## config.mk

```make
export PLATFORM = sky130hd
export DESIGN_NAME = dsp_mac_sequencer
export DESIGN_NICKNAME = d
export VERILOG_FILES = /design/src/rtl/dsp_mac_sequencer.sv
export SDC_FILE = /design/constraint.sdc
export NUM_CORES = 1
export LEC_CHECK = 0
export ABC_AREA = 1
export BUFFER_PORTS_ARGS = -buffer_cell sky130_fd_sc_hd__buf_2
export CORE_MARGIN = 4
export CORE_UTILIZATION = 41
export CTS_CLUSTER_SIZE = 28
export DETAILED_ROUTE_END_ITERATION = 10
export PLACE_DENSITY = 0.8
export SLEW_MARGIN = 20
export SYNTH_ARGS = -nofsm -noshare
export SYNTH_HDL_FRONTEND = slang
export SYNTH_SLANG_ARGS = --single-unit
```

## constraint.sdc

```tcl
create_clock -name CLK -period 1 [get_ports CLK]
set_input_delay 0.05 -clock CLK [delete_from_list [all_inputs] [get_ports CLK]]
set_output_delay 0.05 -clock CLK [all_outputs]
set_load 0.02 [all_outputs]
```

## src/rtl/dsp_mac_sequencer.sv

```systemverilog
// -----------------------------------------------------------------------------
// dsp_mac_sequencer
//
// Initiator-side controller for a DSP48A1-style multiply/accumulate slice.
// Accepts a stream of operand pairs and drives the slice so that it computes
// one dot product sum(a_i * b_i) per vector. It presents each completed
// result with its own valid/ready handshake.
//
// The slice is expected to be configured with one A/B register stage, an M
// register, a P register and an OPMODE register. Operands reach the slice M
// register MLAT cycles after DSP_A/DSP_B update. The OPMODE for each pair is
// therefore issued MLAT cycles after the pair itself.
//
// Ports:
//   CLK, RSTN            clock, asynchronous active-low reset
//   in_valid/in_ready    operand-pair handshake
//   in_a, in_b           operands (slice A / slice B), DW bits
//   in_last              pair closes the current vector
//   res_valid/res_ready  result handshake
//   res_data             completed dot product, PW bits
//   DSP_A, DSP_B         operands to the slice
//   DSP_OPMODE           slice OPMODE (X/Z multiplexer and add control)
//   DSP_CE               common clock enable to the slice, tied high
//   DSP_P                slice P output
// -----------------------------------------------------------------------------
module dsp_mac_sequencer #(
  parameter int DW   = 18,
  parameter int MLAT = 2,
  parameter int PW   = 48
) (
  input  logic          CLK,
  input  logic          RSTN,
  input  logic          in_valid,
  output logic          in_ready,
  input  logic [DW-1:0] in_a,
  input  logic [DW-1:0] in_b,
  input  logic          in_last,
  output logic          res_valid,
  input  logic          res_ready,
  output logic [PW-1:0] res_data,
  output logic [DW-1:0] DSP_A,
  output logic [DW-1:0] DSP_B,
  output logic [7:0]    DSP_OPMODE,
  output logic          DSP_CE,
  input  logic [PW-1:0] DSP_P
);

  typedef enum logic {
    ST_ACCEPT = 1'b0,
    ST_WAIT   = 1'b1
  } state_t;

  // X=M, Z=0: the first product of a vector overwrites whatever P held.
  localparam logic [7:0] OPM_FIRST = 8'b0000_0001;
  // X=M, Z=P: accumulate the product into P.
  localparam logic [7:0] OPM_ACC   = 8'b0000_1001;
  // X=0, Z=P: P holds its value through a bubble.
  localparam logic [7:0] OPM_HOLD  = 8'b0000_1000;

  state_t          r_state;
  state_t          w_nextState;
  logic            w_inReady;
  logic            w_accept;
  logic            w_resHandshake;
  logic            r_started;
  logic            r_first;
  logic [DW-1:0]   r_dspA;
  logic [DW-1:0]   r_dspB;
  logic [MLAT-1:0] r_tagV;
  logic [MLAT-1:0] r_tagFirst;
  logic [MLAT-1:0] r_tagLast;
  logic [7:0]      r_opmode;
  logic            r_opLast;
  logic            r_pLast;
  logic            r_resValid;
  logic [PW-1:0]   r_resData;

  assign w_accept       = w_inReady & in_valid;
  assign w_resHandshake = r_resValid & res_ready;

  // State register. Reset lands in ACCEPT. However, in_ready is also gated by
  // r_started, so the block does not advertise readiness while reset is held.
  always_ff @(posedge CLK or negedge RSTN) begin
    if (!RSTN) begin
      r_state <= ST_ACCEPT;
    end else begin
      r_state <= w_nextState;
    end
  end

  // Next-state and in_ready decode. A vector's last pair parks the sequencer
  // in WAIT. It leaves WAIT on the same edge the result is consumed. As a
  // result, in_ready returns one cycle after the result handshake.
  always_comb begin
    w_nextState = r_state;
    w_inReady   = 1'b0;
    case (r_state)
      ST_ACCEPT: begin
        w_inReady = r_started;
        if (w_inReady && in_valid && in_last) begin
          w_nextState = ST_WAIT;
        end
      end
      ST_WAIT: begin
        if (w_resHandshake) begin
          w_nextState = ST_ACCEPT;
        end
      end
      default: begin
        w_nextState = ST_ACCEPT;
      end
    endcase
  end

  // Operand registers and the tag shift register. Every cycle pushes one tag.
  // A real tag marks an accepted pair. A null tag marks a bubble, so the
  // tags stay cycle-aligned with the slice's multiplier pipeline.
  always_ff @(posedge CLK or negedge RSTN) begin
    if (!RSTN) begin
      r_started  <= 1'b0;
      r_first    <= 1'b1;
      r_dspA     <= '0;
      r_dspB     <= '0;
      r_tagV     <= '0;
      r_tagFirst <= '0;
      r_tagLast  <= '0;
    end else begin
      r_started <= 1'b1;
      if (w_accept) begin
        r_dspA  <= in_a;
        r_dspB  <= in_b;
        r_first <= in_last;
      end
      r_tagV[0]     <= w_accept;
      r_tagFirst[0] <= w_accept & r_first;
      r_tagLast[0]  <= w_accept & in_last;
      for (int i = 1; i < MLAT; i++) begin
        r_tagV[i]     <= r_tagV[i-1];
        r_tagFirst[i] <= r_tagFirst[i-1];
        r_tagLast[i]  <= r_tagLast[i-1];
      end
    end
  end

  // OPMODE is issued from the tag leaving the shift register. It therefore
  // coincides with that pair's product in the M register. The last-flag
  // takes two more register stages:
  //   - one stage alongside OPMODE,
  //   - one stage for the slice P register.
  // When the flag emerges, DSP_P already holds the finished sum, and it is
  // captured. A captured result holds until it is consumed.
  always_ff @(posedge CLK or negedge RSTN) begin
    if (!RSTN) begin
      r_opmode   <= 8'h00;
      r_opLast   <= 1'b0;
      r_pLast    <= 1'b0;
      r_resValid <= 1'b0;
      r_resData  <= '0;
    end else begin
      if (r_tagV[MLAT-1]) begin
        r_opmode <= r_tagFirst[MLAT-1] ? OPM_FIRST : OPM_ACC;
      end else begin
        r_opmode <= OPM_HOLD;
      end
      r_opLast <= r_tagV[MLAT-1] & r_tagLast[MLAT-1];
      r_pLast  <= r_opLast;
      if (r_pLast) begin
        r_resValid <= 1'b1;
        r_resData  <= DSP_P;
      end else if (w_resHandshake) begin
        r_resValid <= 1'b0;
      end
    end
  end

  assign in_ready   = w_inReady;
  assign res_valid  = r_resValid;
  assign res_data   = r_resData;
  assign DSP_A      = r_dspA;
  assign DSP_B      = r_dspB;
  assign DSP_OPMODE = r_opmode;
  assign DSP_CE     = 1'b1;

endmodule

```

======== After elaboration in Yosys (flattened, before gate mapping) ========
Cells that the tools add are included.
cells by class
  multiplexer cells ....................... 8
  bitwise gates (word level) .............. 6
  reductions and logical operators ........ 3
operators by type and width
  kind               number
  $mux 8             1
  $and 1x1->1        5
  $mux 1             5
  $mux 4             1
  $logic_and 1x1->1  2
  $pmux 1 s2         1
  $reduce_bool 2->1  1
  $not 1->1          1
word-level totals
  bits in registers ....................... 104
  input bits .............................. 89
  output and inout port bits .............. 95
  word-level logic and storage cells ...... 30

======== Logic depth before layout (Yosys ltp) ========
Gate-level depths: netlist (run 1).
  word-level depth ........................ 4
  depth in mapped cells ................... 6
  depth with buffers taken out ............ 4

======== Worst setup path after synthesis (run 1) ========
Ideal clock, no wire load.
  kind .................................... register -> output
  from .................................... reg r_started
  to ...................................... out in_ready
  arrival time ............................ 0.977 ns
  data required time ...................... 0.950 ns
  setup slack ............................. -0.027 ns
  cell stages (with the launch flop) ...... 5
  buffers on the path ..................... 2
  cells stage by stage .................... dfrtp_1 > buf_4 > buf_4 > inv_1 > nor2_1
between the ends
  cells in the longest elaborated chain, start to end .. 1
RTL lines
  element                 RTL line  RTL
  from (decl)             65        logic r_started;
  from (signal assigned)  120       r_started <= 1'b0;
  from (signal assigned)  128       r_started <= 1'b1;
  $mux 1                  97        case (r_state)
  to (decl)               34        output logic in_ready,
Every way passes these cells.

======== Final worst setup path (run 1) ========
  from .................................... reg r_state
  to ...................................... reg r_dspA[3], in the netlist DSP_A[3]
between the ends
  cells in the longest elaborated chain, start to end .. 2
RTL lines
  element                 RTL line  RTL
  from (decl)             60        state_t r_state;
  from (signal assigned)  87        r_state <= w_nextState;
  $mux 1                  97
  $and 1x1->1             78        assign w_accept = w_inReady & in_valid;
  to (signal assigned)    130       r_dspA <= in_a;
  to (decl)               67        logic [DW-1:0] r_dspA;
Every way passes these cells.
A chain may end at the register's enable or synchronous reset.

==> metrics.json, run 1 <==
{
  "grt_remaining_overflow": 0,
  "via_count_of_the_first_global_routing_pass": 3958,
  "hpwlAfterDp_mm": 7.00,
  "num_vias": 4173,
  "vdd.ir_drop.worst_v": 0.00148,
  "yosys.cell_types.count": 15,
  "critPathLaunchType": "register",
  "ant_nets": 0,
  "setup.worst_path.class": "reg -> reg",
  "cts_tree": "done",
  "stdcell_area_um2": 6700,
  "setup_violations": 71,
  "critical_path.endpoint_type": "register",
  "finalWeightedCongestion": 0.827,
  "totalWireLength_mm": 15.0,
  "ys_warn_count": 0,
  "area_after_detailed_placement_um2": 4790,
  "diode_insertion_count_for_antenna_repair": 0,
  "power_density_nw_per_um2": 2410,
  "die_area_um2": 10900,
  "grt_antenna_before_repair": 0,
  "floorplan.rows": 34,
  "cp_slowest_stage_delay_ns": 0.41,
  "layout.cells.most_common": "buf_2",
  "synth.cell_area_um2": 3800,
  "final.period_utilization": 1.19,
  "cts.clk_slew.worst_paths_ns": 0.09,
  "ys_ff_latch": 98,
  "timing.critical_path.required_ns": 1.25,
  "dieWidth_um": 104,
  "layout_common_cells": "buf_2 (153), nand2_1 (152), dfrtp_1 (96)",
  "worst-path-buf-inv": 3,
  "grt_first_pass_wirelength_mm": 19.9,
  "post-synth-top-area-cell": "dfrtp_1",
  "fin_crit_ns": 1.19,
  "numCtsBuffers": 9,
  "layout-drive-gt1-share": 0.446,
  "design.final.nets": 786,
  "worst_skew_pair.late_latency_ns": 0.35,
  "cts_max_level": 3,
  "synth_seq_area_share": 0.645,
  "timing.critical_path.fanout_max": 8,
  "count_of_flip_flops_with_a_built_in_enable_after_synthesis": 0,
  "pre_cts_ws_ns": -0.0337,
  "post-route-drc-count": 0,
  "ys.flop_type": "dfrtp_1",
  "drtIter0Drc": 241,
  "worst-endpoint-arrival_ns": 1.43,
  "synth_area_per_cell_um2": 9.39,
  "boundaryPins": 184,
  "clkSinkCount": 98,
  "root_buffer": "clkbuf_8",
  "max_cap_viol_count": 0,
  "drt-pass1-iter-count": 5,
  "run_status": "finished, violations left",
  "timing.critical_path.cells": "buf_6 -> inv_6 -> nand3_4 -> clkbuf_16 -> nand2_2 -> nand2_1",
  "synthArstFlopShare": 1.00,
  "critical-path-slowest-cell": "dfrtp_1",
  "cpLargestDelayFamily": "buffers and inverters",
  "via_per_inst": 5.15,
  "totalNegativeSetupSlack_ns": -6.61,
  "synthDominantCellAreaShare": 0.638,
  "static-leakage-power_nw": 3.47,
  "core_region_area_um2": 8890,
  "largest_net_degree_at_the_start_of_global_routing": 49,
  "max-clock-path-buffers": 2,
  "report.final.slew_viol_count": 0,
  "max_freq_ghz": 0.841,
  "min_path_type": "in -> async",
  "post_synth_main_area_contributors": "dfrtp_1 (64%), nand2_1 (22%), nand4_1 (6.1%)",
  "grt.total_usage": 0.225,
  "worst_clock_skew_ns": 0.00951,
  "start_util": 0.428,
  "grt_setup_unrepaired": "yes",
  "hold_viol": 0,
  "die_outline_height_um": 104,
  "post_drt_wl_per_cell_um": 18.6,
  "areaGrowthSynthToFinish_pct": 76.2,
  "port_buffers": 176,
  "cell_count_after_synthesis": 405,
  "timing.final.ws_setup_ns": -0.188,
  "violations_in_the_final_reports": "negative setup slack"
}
repair_timing:
item	4_1_cts	5_1_grt
hold buffers	87	0
setup endpoints to repair	29	94
pin swaps	1	12
resized for setup	10	134
buffers inserted	2	16
gates cloned	2	12
hold endpoints to repair	184	0
per-layer routing:
layer / global-route usage / part of all wire / vias up
li1: - / - / 1850
met1: 0.275 / 0.36 / 1962
met2: 0.369 / 0.50 / 328
met3: 0.0788 / 0.12 / 33
met4: 0.0826 / 0.025 / 0
met5: 0 / 0 / -
final timing paths:
check / startpoint / to / slack, ns / cells past startpoint
min in group CLK: in_valid / DSP_A[5] / 0.07 / 3
hold reg to reg: r_tagFirst[0] / r_tagFirst[1] / 0.36 / 0
setup reg to reg: r_state / DSP_A[3] / -0.19 / 6
max in group asynchronous: RSTN / r_first / 0.44 / 3
hold / removal: RSTN / DSP_OPMODE[0] / 0.04 / 2
setup / recovery: r_state / DSP_A[3] / -0.19 / 6
logic make-up (layout without fill, tap and decap cells):
kind of cell | count (synthesis) | after routing | synth area share
DFF | 98 | 98 | 0.645
and+or+nand+nor | 263 | 263 | 0.286
other | 2 | 8 | 0.00197
AOI/OAI and AO/OA | 1 | 1 | 0.00131
buffers and inverters | 41 | 332 | 0.0661
sequential cells by signal, indices dropped and copies added (netlist names), 2 cells and up:
name	flops
DSP_OPMODE	2
r_tagV	2
DSP_A	18
r_tagLast	2
res_data	48
DSP_B	18
r_tagFirst	2
cell type report:
class,count,area (µm²)
clock buffer,12,155
clock inverter,4,50.0
fill,514,2190
inverter,8,42.5
multi-input combinational,272,1360
sequential,98,2450
tap,108,135
timing repair buffer,307,2490
timing repair inverter,1,6.26
synth_stat cells, types with 2 or more instances:
master,count
nand2_1,223
dfrtp_1,97
nand4_1,37
buf_4,21
buf_2,9
inv_1,7
conb_1,2
nor2_1,2
power by group:
group | internal (W) | switching [W]
clock | 0.00129 | 0.00132
sequential | 0.00540 | 0.00103
combinational | 0.00296 | 0.00411
total | 0.00966 | 0.00646
metrics by stage:
step / utilization / instances / hold slack (ns) / power [W]
finish: 0.754 / 810 / 0.0410 / 0.0161
global route: 0.754 / 810 / 0.0223 / 0.0169
CTS: 0.671 / 782 / 0.0351 / 0.0145
detailed placement: 0.538 / 675 / -0.134 / 0.0115
global placement: 0.538 / 675 / -0.134 / 0.0113
floorplan: - / 411 / -0.246 / 0.00933
No activity file was read; power rests on OpenSTA's default activity.
==> inputs of run 2 (changes only) <==
- CELL_PAD_IN_SITES_DETAIL_PLACEMENT: default -> 1
- CELL_PAD_IN_SITES_GLOBAL_PLACEMENT: default -> 1
- CORE_UTILIZATION: 41 -> 30
- PLACE_DENSITY: 0.8 -> 0.81
==> run 2 against run 1 <==
Against the previous run:
- the flow still finishes with violations (negative setup slack)
- critical path type unchanged
- non-clock buffer count down 8
- flip-flop and latch count unchanged
- count of clock-buffer cells in the layout unchanged
- first-iteration DRC count down 18%
- cell count up 6.4%
- setup slack better by 0.019 ns
- hold slack better by 0.0090 ns
- sequential power up 4.2%
- clock power up 52%
- critical endpoint is now DSP_B[8]
- utilization down 18 points
- global-route usage down 1.7 points
- die area up 34%
==> metrics.json, run 2 (same netlist as run 1, synthesis figures left out) <==
{
  "diode_insertion_count_for_antenna_repair": {"value": 0, "change": "unchanged"},
  "timing.critical_path.required": {"value": 1.23, "unit": "ns", "change": "-0.02 ns"},
  "worst_clock_skew": {"value": 0.0103, "unit": "ns", "change": "+0.000830 ns"},
  "p_clk_frac": {"value": 0.224, "change": "+0.062"},
  "report.final.slew_viol_count": {"value": 0, "change": "unchanged"},
  "register_area": {"value": 2460, "unit": "µm²", "change": "about the same"},
  "boundaryPins": {"value": 184, "change": "unchanged"},
  "timing.critical_path.fanout_max": {"value": 8, "change": "unchanged"},
  "areaGrowthSynthToFinish_pct": 83.9,
  "layout-drive-gt1-share": {"value": 0.464, "change": "+0.0181"},
  "timing.critical_path.cells": "buf_6 -> inv_6 -> nand3_4 -> clkbuf_16 -> nand2_4 -> nand2_2",
  "setup.worst_path.class": "reg -> reg",
  "layout_common_cells": "buf_2 (153), nand2_1 (138), dfrtp_1 (95)",
  "largest_net_degree_at_the_start_of_global_routing": {"value": 35, "change": "-29%"},
  "grt_setup_unrepaired": "yes",
  "p_switching": {"value": 0.00694, "unit": "W", "change": "+7.3%"},
  "area_after_detailed_placement": {"value": 4920, "unit": "µm²", "change": "+2.8%"},
  "finalWeightedCongestion": {"value": 0.743, "change": "-10%"},
  "layer_with_the_highest_usage": "met2",
  "largest_register_ff_count": {"value": 48, "change": "unchanged"},
  "via_count_of_the_first_global_routing_pass": {"value": 4431, "change": "+12%"},
  "die_outline_height": {"value": 121, "unit": "µm", "change": "+16%"},
  "p_int": {"value": 0.0109, "unit": "W", "change": "+12%"},
  "static-leakage-power": {"value": 3.49, "unit": "nW", "change": "+0.51%"},
  "worst-path-buf-inv": {"value": 3, "change": "unchanged"},
  "worst_skew_pair.late_latency": {"value": 0.34, "unit": "ns", "change": "about the same"},
  "hpwlAfterDp": {"value": 8.75, "unit": "mm", "change": "+25%"},
  "grt_first_pass_wirelength": {"value": 23.7, "unit": "mm", "change": "+20%"},
  "layout.cells.most_common": "buf_2",
  "min_path_type": "in -> reg",
  "stdcell_area": {"value": 7000, "unit": "µm²", "change": "+4.4%"},
  "core_region_area": {"value": 12200, "unit": "µm²", "change": "+37%"},
  "post-route-drc-count": {"value": 0, "change": "unchanged"},
  "clkSinkCount": {"value": 98, "change": "unchanged"},
  "cp_slowest_stage_delay": {"value": 0.39, "unit": "ns", "change": "-0.02 ns"},
  "gr-usage-met1": {"value": 0.234, "change": "-0.0405"},
  "power_frac_comb": {"value": 0.399, "change": "-0.040"},
  "post_drt_wl_per_cell": {"value": 19.7, "unit": "µm", "change": "+5.9%"},
  "design.final.nets": {"value": 778, "change": "-1.0%"},
  "grt.total_usage": {"value": 0.208, "change": "-0.0169"},
  "setup_violations": {"value": 73, "change": "+2.8%"},
  "num_vias": {"value": 4015, "change": "-3.8%"},
  "global_route.usage.met3": {"value": 0.0519, "change": "-0.0269"},
  "max-clock-path-buffers": {"value": 2, "change": "unchanged"},
  "run_status": "finished, violations left",
  "power_density": {"value": 2540, "unit": "nW/µm²", "change": "+5.7%"},
  "via_per_inst": {"value": 4.66, "change": "-9.6%"},
  "dieWidth": {"value": 121, "unit": "µm", "change": "+16%"},
  "grt_remaining_overflow": {"value": 0, "change": "unchanged"},
  "worst-endpoint-arrival": {"value": 1.40, "unit": "ns", "change": "-0.03 ns"},
  "max_freq": {"value": 0.855, "unit": "GHz", "change": "+1.6%"},
  "power.share.sequential": {"value": 0.377, "change": "-0.022"},
  "start_util": {"value": 0.311, "change": "-0.116"},
  "cpLargestDelayFamily": "buffers and inverters",
  "cts.clk_slew.worst_paths": {"value": 0.07, "unit": "ns", "change": "-0.02 ns"},
  "cts_max_level": {"value": 3, "change": "unchanged"},
  "switching_share": {"value": 0.390, "change": "-0.0112"},
  "violations_in_the_final_reports": "negative setup slack",
  "cts_tree": "done",
  "grt_antenna_before_repair": {"value": 0, "change": "unchanged"},
  "drt-pass1-iter-count": {"value": 4, "change": "-1"},
  "timing.final.ws_setup": {"value": -0.170, "unit": "ns", "change": "+0.0188 ns"},
  "final.period_utilization": {"value": 1.17, "change": "-0.0188"},
  "totalWireLength": {"value": 17.0, "unit": "mm", "change": "+13%"},
  "grt.met2_usage": {"value": 0.380, "change": "+0.0107"},
  "port_buffers": {"value": 176, "change": "unchanged"},
  "critical-path-slowest-cell": "dfrtp_1",
  "critPathLaunchType": "register",
  "floorplan.rows": {"value": 40, "change": "+18%"},
  "hold_viol": {"value": 0, "change": "unchanged"},
  "numCtsBuffers": {"value": 9, "change": "unchanged"},
  "vdd.ir_drop.worst": {"value": 0.00117, "unit": "V", "change": "-20%"},
  "fin_crit": {"value": 1.17, "unit": "ns", "change": "-0.0188 ns"},
  "die_area": {"value": 14500, "unit": "µm²", "change": "+34%"},
  "drtIter0Drc": {"value": 197, "change": "-18%"},
  "critical_path.endpoint_type": "register",
  "totalNegativeSetupSlack": {"value": -6.14, "unit": "ns", "change": "+0.475 ns"},
  "ant_nets": {"value": 0, "change": "unchanged"},
  "max_cap_viol_count": {"value": 0, "change": "unchanged"},
  "nFillCells": {"value": 1356, "change": "+160%"},
  "multiInputGateArea": {"value": 1480, "unit": "µm²", "change": "+8.3%"},
  "root_buffer": "clkbuf_16"
}
[run 2: changes by cell type in the layout (fill, tap and decap cells not counted), moves of 3 or more]
| cell | previous run | this run |
|---|---|---|
| buf_4 | 23 | 12 |
| nand2_4 | 10 | 24 |
| clkbuf_8 | 11 | 1 |
| nand2_1 | 152 | 138 |
| clkbuf_16 | 7 | 15 |
| buf_6 | 27 | 30 |
[run 2: repair_timing]
| item | in CTS | in global routing |
|---|---|---|
| hold endpoints to repair | 184 | 0 |
| gates cloned | 3 | 8 |
| gates resized for setup | 15 | 167 |
| setup endpoints to repair | 44 | 66 |
| buffers inserted | 4 | 4 |
| hold buffers | 87 | 0 |
| pin swaps | 2 | 9 |
[run 2: final timing paths]
| kind | startpoint | endpoint | slack (ns) | cells after the start |
|---|---|---|---|---|
| hold / removal | in_valid | DSP_B[1] | 0.05 | 3 |
| setup reg to reg | r_state | DSP_B[8] | -0.17 | 6 |
| hold reg to reg | r_tagLast[0] | r_tagLast[1] | 0.35 | 0 |
| min in group asynchronous | RSTN | DSP_OPMODE[3] | 0.17 | 2 |
| max in group asynchronous | RSTN | DSP_B[1] | 0.36 | 3 |
| setup / recovery | r_state | DSP_B[8] | -0.17 | 6 |
[run 2: power by group through the flow]
stage	clock network (W)	registers (W)	logic (W)
floorplan	0	0.00791	0.00142
global placement	0	0.00623	0.00521
detailed placement	0	0.00626	0.00547
CTS	0.00409	0.00624	0.00587
global route	0.00425	0.00686	0.00760
finish	0.00398	0.00670	0.00710
[run 2: tightest hold or removal path, stage by stage]
cell and delay [ns]:
buf_2 0.16, nand4_1 0.10, nand2_1 0.05
[run 2: cell type report]
class / count / share of cell area
multi-input cells: 272 / 0.211
well taps: 168 / 0.0300
repair buffers: 299 / 0.351
clock inverters: 4 / 0.0141
flip-flops and latches: 98 / 0.351
inverters: 8 / 0.00644
clock buffers: 12 / 0.0352
repair inverters: 1 / 0.000894
[run 2: metal layers]
metal / vias up / share of wire
li1: 1830 / -
met1: 1960 / 0.37
met2: 194 / 0.53
met3: 31 / 0.072
met4: 0 / 0.030
met5: - / 0
[run 2: per-stage QoR]
stage          cells  setup WS [ns]  hold slack, ns  total power (W)  utilization
2_1_floorplan    411         0.0163          -0.246          0.00933            -
3_3_place_gp     741        -0.0269         -0.0513           0.0114        0.403
3_5_place_dp     741        -0.0338         -0.0508           0.0117        0.403
4_1_cts          851         -0.160          0.0288           0.0162        0.515
5_1_grt          862         -0.232          0.0487           0.0187        0.573
6_report         862         -0.170          0.0500           0.0178        0.573
==> inputs of run 3 (changes only) <==
- CORE_MARGIN: 4 -> 3
==> run 3 against run 2 <==
Against the previous run:
- the run still ends with negative setup slack left
- utilization shrank 3.5 points
- hold slack gained 0.067 ns
- maximum frequency shrank 1.2%
- non-clock buffer count grew 1
- global-route usage grew 0.75 points
- sequential share of layout area grew 2.2 points
- critical path depth is the same
- first-iteration DRC count grew 26%
- largest cell class is now registers
- largest power group unchanged
==> metrics.json, run 3 (same netlist as run 1, synthesis figures left out) <==
{
  "finalCoreUtilization": {"value": 0.538, "change": "-0.0346"},
  "vdd.ir_drop.worst": {"value": 0.00123, "unit": "V", "change": "+5.1%"},
  "via_count_of_the_first_global_routing_pass": {"value": 4519, "change": "+2.0%"},
  "report.power.total": {"value": 0.0171, "unit": "W", "change": "-3.7%"},
  "clkSinkCount": {"value": 98, "change": "unchanged"},
  "grt.total_usage": {"value": 0.216, "change": "+0.00747"},
  "worst-endpoint-arrival": {"value": 1.42, "unit": "ns", "change": "+0.02 ns"},
  "drt-pass1-iter-count": {"value": 4, "change": "unchanged"},
  "cp_slowest_stage_delay": {"value": 0.39, "unit": "ns", "change": "about the same"},
  "port_buffers": {"value": 176, "change": "unchanged"},
  "largest_register_ff_count": {"value": 48, "change": "unchanged"},
  "core_region_area": {"value": 12200, "unit": "µm²", "change": "unchanged"},
  "p_int": {"value": 0.0105, "unit": "W", "change": "-3.6%"},
  "nFillCells": {"value": 1407, "change": "+3.8%"},
  "dieWidth": {"value": 119, "unit": "µm", "change": "-1.7%"},
  "diode_insertion_count_for_antenna_repair": {"value": 0, "change": "unchanged"},
  "die_area": {"value": 14100, "unit": "µm²", "change": "-3.3%"},
  "static-leakage-power": {"value": 3.39, "unit": "nW", "change": "-3.0%"},
  "cpLargestDelayFamily": "buffers and inverters",
  "worst-path-buf-inv": {"value": 3, "change": "unchanged"},
  "boundaryPins": {"value": 184, "change": "unchanged"},
  "via_per_inst": {"value": 4.67, "change": "+0.35%"},
  "max_cap_viol_count": {"value": 0, "change": "unchanged"},
  "worst_skew_pair.late_latency": {"value": 0.34, "unit": "ns", "change": "about the same"},
  "areaGrowthSynthToFinish_pct": 72.8,
  "post_drt_wl_per_cell": {"value": 18.3, "unit": "µm", "change": "-7.1%"},
  "design.final.nets": {"value": 778, "change": "unchanged"},
  "p_switching": {"value": 0.00667, "unit": "W", "change": "-3.8%"},
  "num_vias": {"value": 4029, "change": "+0.35%"},
  "critical_path.endpoint_type": "register",
  "path_depth": {"value": 6, "change": "unchanged"},
  "ant_nets": {"value": 0, "change": "unchanged"},
  "hpwlAfterDp": {"value": 8.52, "unit": "mm", "change": "-2.7%"},
  "layout-drive-gt1-share": {"value": 0.390, "change": "-0.0735"},
  "grt_first_pass_wirelength": {"value": 24.1, "unit": "mm", "change": "+1.6%"},
  "grt_antenna_before_repair": {"value": 0, "change": "unchanged"},
  "final.period_utilization": {"value": 1.18, "change": "+0.0140"},
  "root_buffer": "clkbuf_16",
  "layout_common_cells": "nand2_1 (189), buf_2 (166), dfrtp_1 (96)",
  "die_outline_height": {"value": 119, "unit": "µm", "change": "-1.7%"},
  "cts_tree": "done",
  "power_frac_comb": {"value": 0.404, "change": "+0.005"},
  "numCtsBuffers": {"value": 9, "change": "unchanged"},
  "timing.critical_path.cells": "buf_6 -> nand3_4 -> buf_12 -> clkbuf_16 -> nand2_1 -> nand2_1",
  "timing.final.ws_setup": {"value": -0.184, "unit": "ns", "change": "-0.0140 ns"},
  "cts_max_level": {"value": 3, "change": "unchanged"},
  "critical_path.startpoint": "r_started",
  "fin_crit": {"value": 1.18, "unit": "ns", "change": "+0.0140 ns"},
  "layout.cells.most_common": "nand2_1",
  "grt_remaining_overflow": {"value": 0, "change": "unchanged"},
  "max_freq": {"value": 0.845, "unit": "GHz", "change": "-1.2%"},
  "post-route-drc-count": {"value": 0, "change": "unchanged"},
  "setup.worst_path.class": "reg -> reg",
  "r2r-start": "r_started",
  "p_clk_frac": {"value": 0.220, "change": "-0.004"},
  "power_density": {"value": 2610, "unit": "nW/µm²", "change": "+2.5%"},
  "start_util": {"value": 0.311, "change": "unchanged"},
  "pre_cts_ws": {"value": -0.0518, "unit": "ns", "change": "-0.0180 ns"},
  "hold_slack": {"value": 0.117, "unit": "ns", "change": "+0.0669 ns"},
  "critPathLaunchType": "register",
  "drtIter0Drc": {"value": 248, "change": "+26%"},
  "min_path_type": "in -> async",
  "setup_violations": {"value": 38, "change": "-48%"},
  "largest_net_degree_at_the_start_of_global_routing": {"value": 35, "change": "unchanged"},
  "violations_in_the_final_reports": "negative setup slack",
  "totalWireLength": {"value": 15.7, "unit": "mm", "change": "-7.1%"},
  "r2r_cells": {"value": 6, "change": "unchanged"},
  "timing.critical_path.fanout_max": {"value": 6, "change": "-2"},
  "finalWeightedCongestion": {"value": 0.758, "change": "+2.0%"},
  "floorplan.rows": {"value": 40, "change": "unchanged"},
  "switching_share": {"value": 0.390, "change": "about the same"},
  "critical-path-slowest-cell": "dfrtp_1",
  "report.final.slew_viol_count": {"value": 0, "change": "unchanged"},
  "max-clock-path-buffers": {"value": 2, "change": "unchanged"},
  "cts.clk_slew.worst_paths": {"value": 0.07, "unit": "ns", "change": "about the same"},
  "hold_viol": {"value": 0, "change": "unchanged"},
  "worst_clock_skew": {"value": 0.00748, "unit": "ns", "change": "-0.00286 ns"},
  "grt_setup_unrepaired": "yes",
  "power.share.sequential": {"value": 0.375, "change": "-0.002"},
  "run_status": "finished, violations left",
  "cpMostUsedCell": "nand2_1",
  "timing.critical_path.required": {"value": 1.24, "unit": "ns", "change": "about the same"}
}
-- run 3: power groups by stage --
stage          sequential, W  combinational, W  clock, W
6_report             0.00643           0.00693   0.00378
5_1_grt              0.00661           0.00747   0.00406
2_1_floorplan        0.00791           0.00142         0
4_1_cts              0.00625           0.00599   0.00388
3_3_place_gp         0.00621           0.00516         0
3_5_place_dp         0.00627           0.00538         0
-- run 3: path summary, 6_finish.rpt --
| path | slack (ns) | end |
|---|---|---|
| max | -0.18 | DSP_B[2] |
| min | 0.12 | res_data[29] |
| max reg2reg | -0.18 | DSP_B[2] |
| min reg2reg | 0.35 | r_tagLast[1] |
| max in group asynchronous | 0.38 | r_first |
| min in group CLK | 0.15 | r_tagFirst[0] |
-- run 3: repair_timing --
action	in CTS	in global routing
pin swaps	7	10
cloned	2	2
resized for setup	21	61
setup buffers	8	11
hold endpoints to repair	183	0
setup endpoints to repair	40	78
hold buffers	87	0
-- run 3: routing by layer --
metal	vias up	track usage	wire, µm
met3	27	0.0612	1030
met2	172	0.402	8340
met4	0	0.0594	360
met1	2003	0.239	6020
met5	-	0	0
li1	1827	-	-
-- run 3: layout make-up --
cell class                 instances  area (µm²)  area share
clock inverter                     6        90.1      0.0137
tap                              168         210      0.0320
multi-input combinational        272        1250       0.191
inverter                           8        35.0     0.00533
sequential                        98        2450       0.373
timing repair buffer             300        2290       0.348
clock buffer                      10         239      0.0364
-- run 3: worst register-to-register path, stage by stage, from the launching register on --
cell and delay [ns]:
dfrtp_1 0.39, buf_6 0.14, nand3_4 0.11, buf_12 0.16, clkbuf_16 0.16, nand2_1 0.07, nand2_1 0.05
-- run 3: stage by stage --
stage / instances / setup TNS, ns / instance area (µm²)
floorplan: 411 / 0 / 3830
global route: 862 / -5.74 / 6570
finish: 862 / -4.15 / 6570
CTS: 852 / -3.87 / 6320
global placement: 740 / 0 / 4910
detailed placement: 740 / -1.12 / 4910
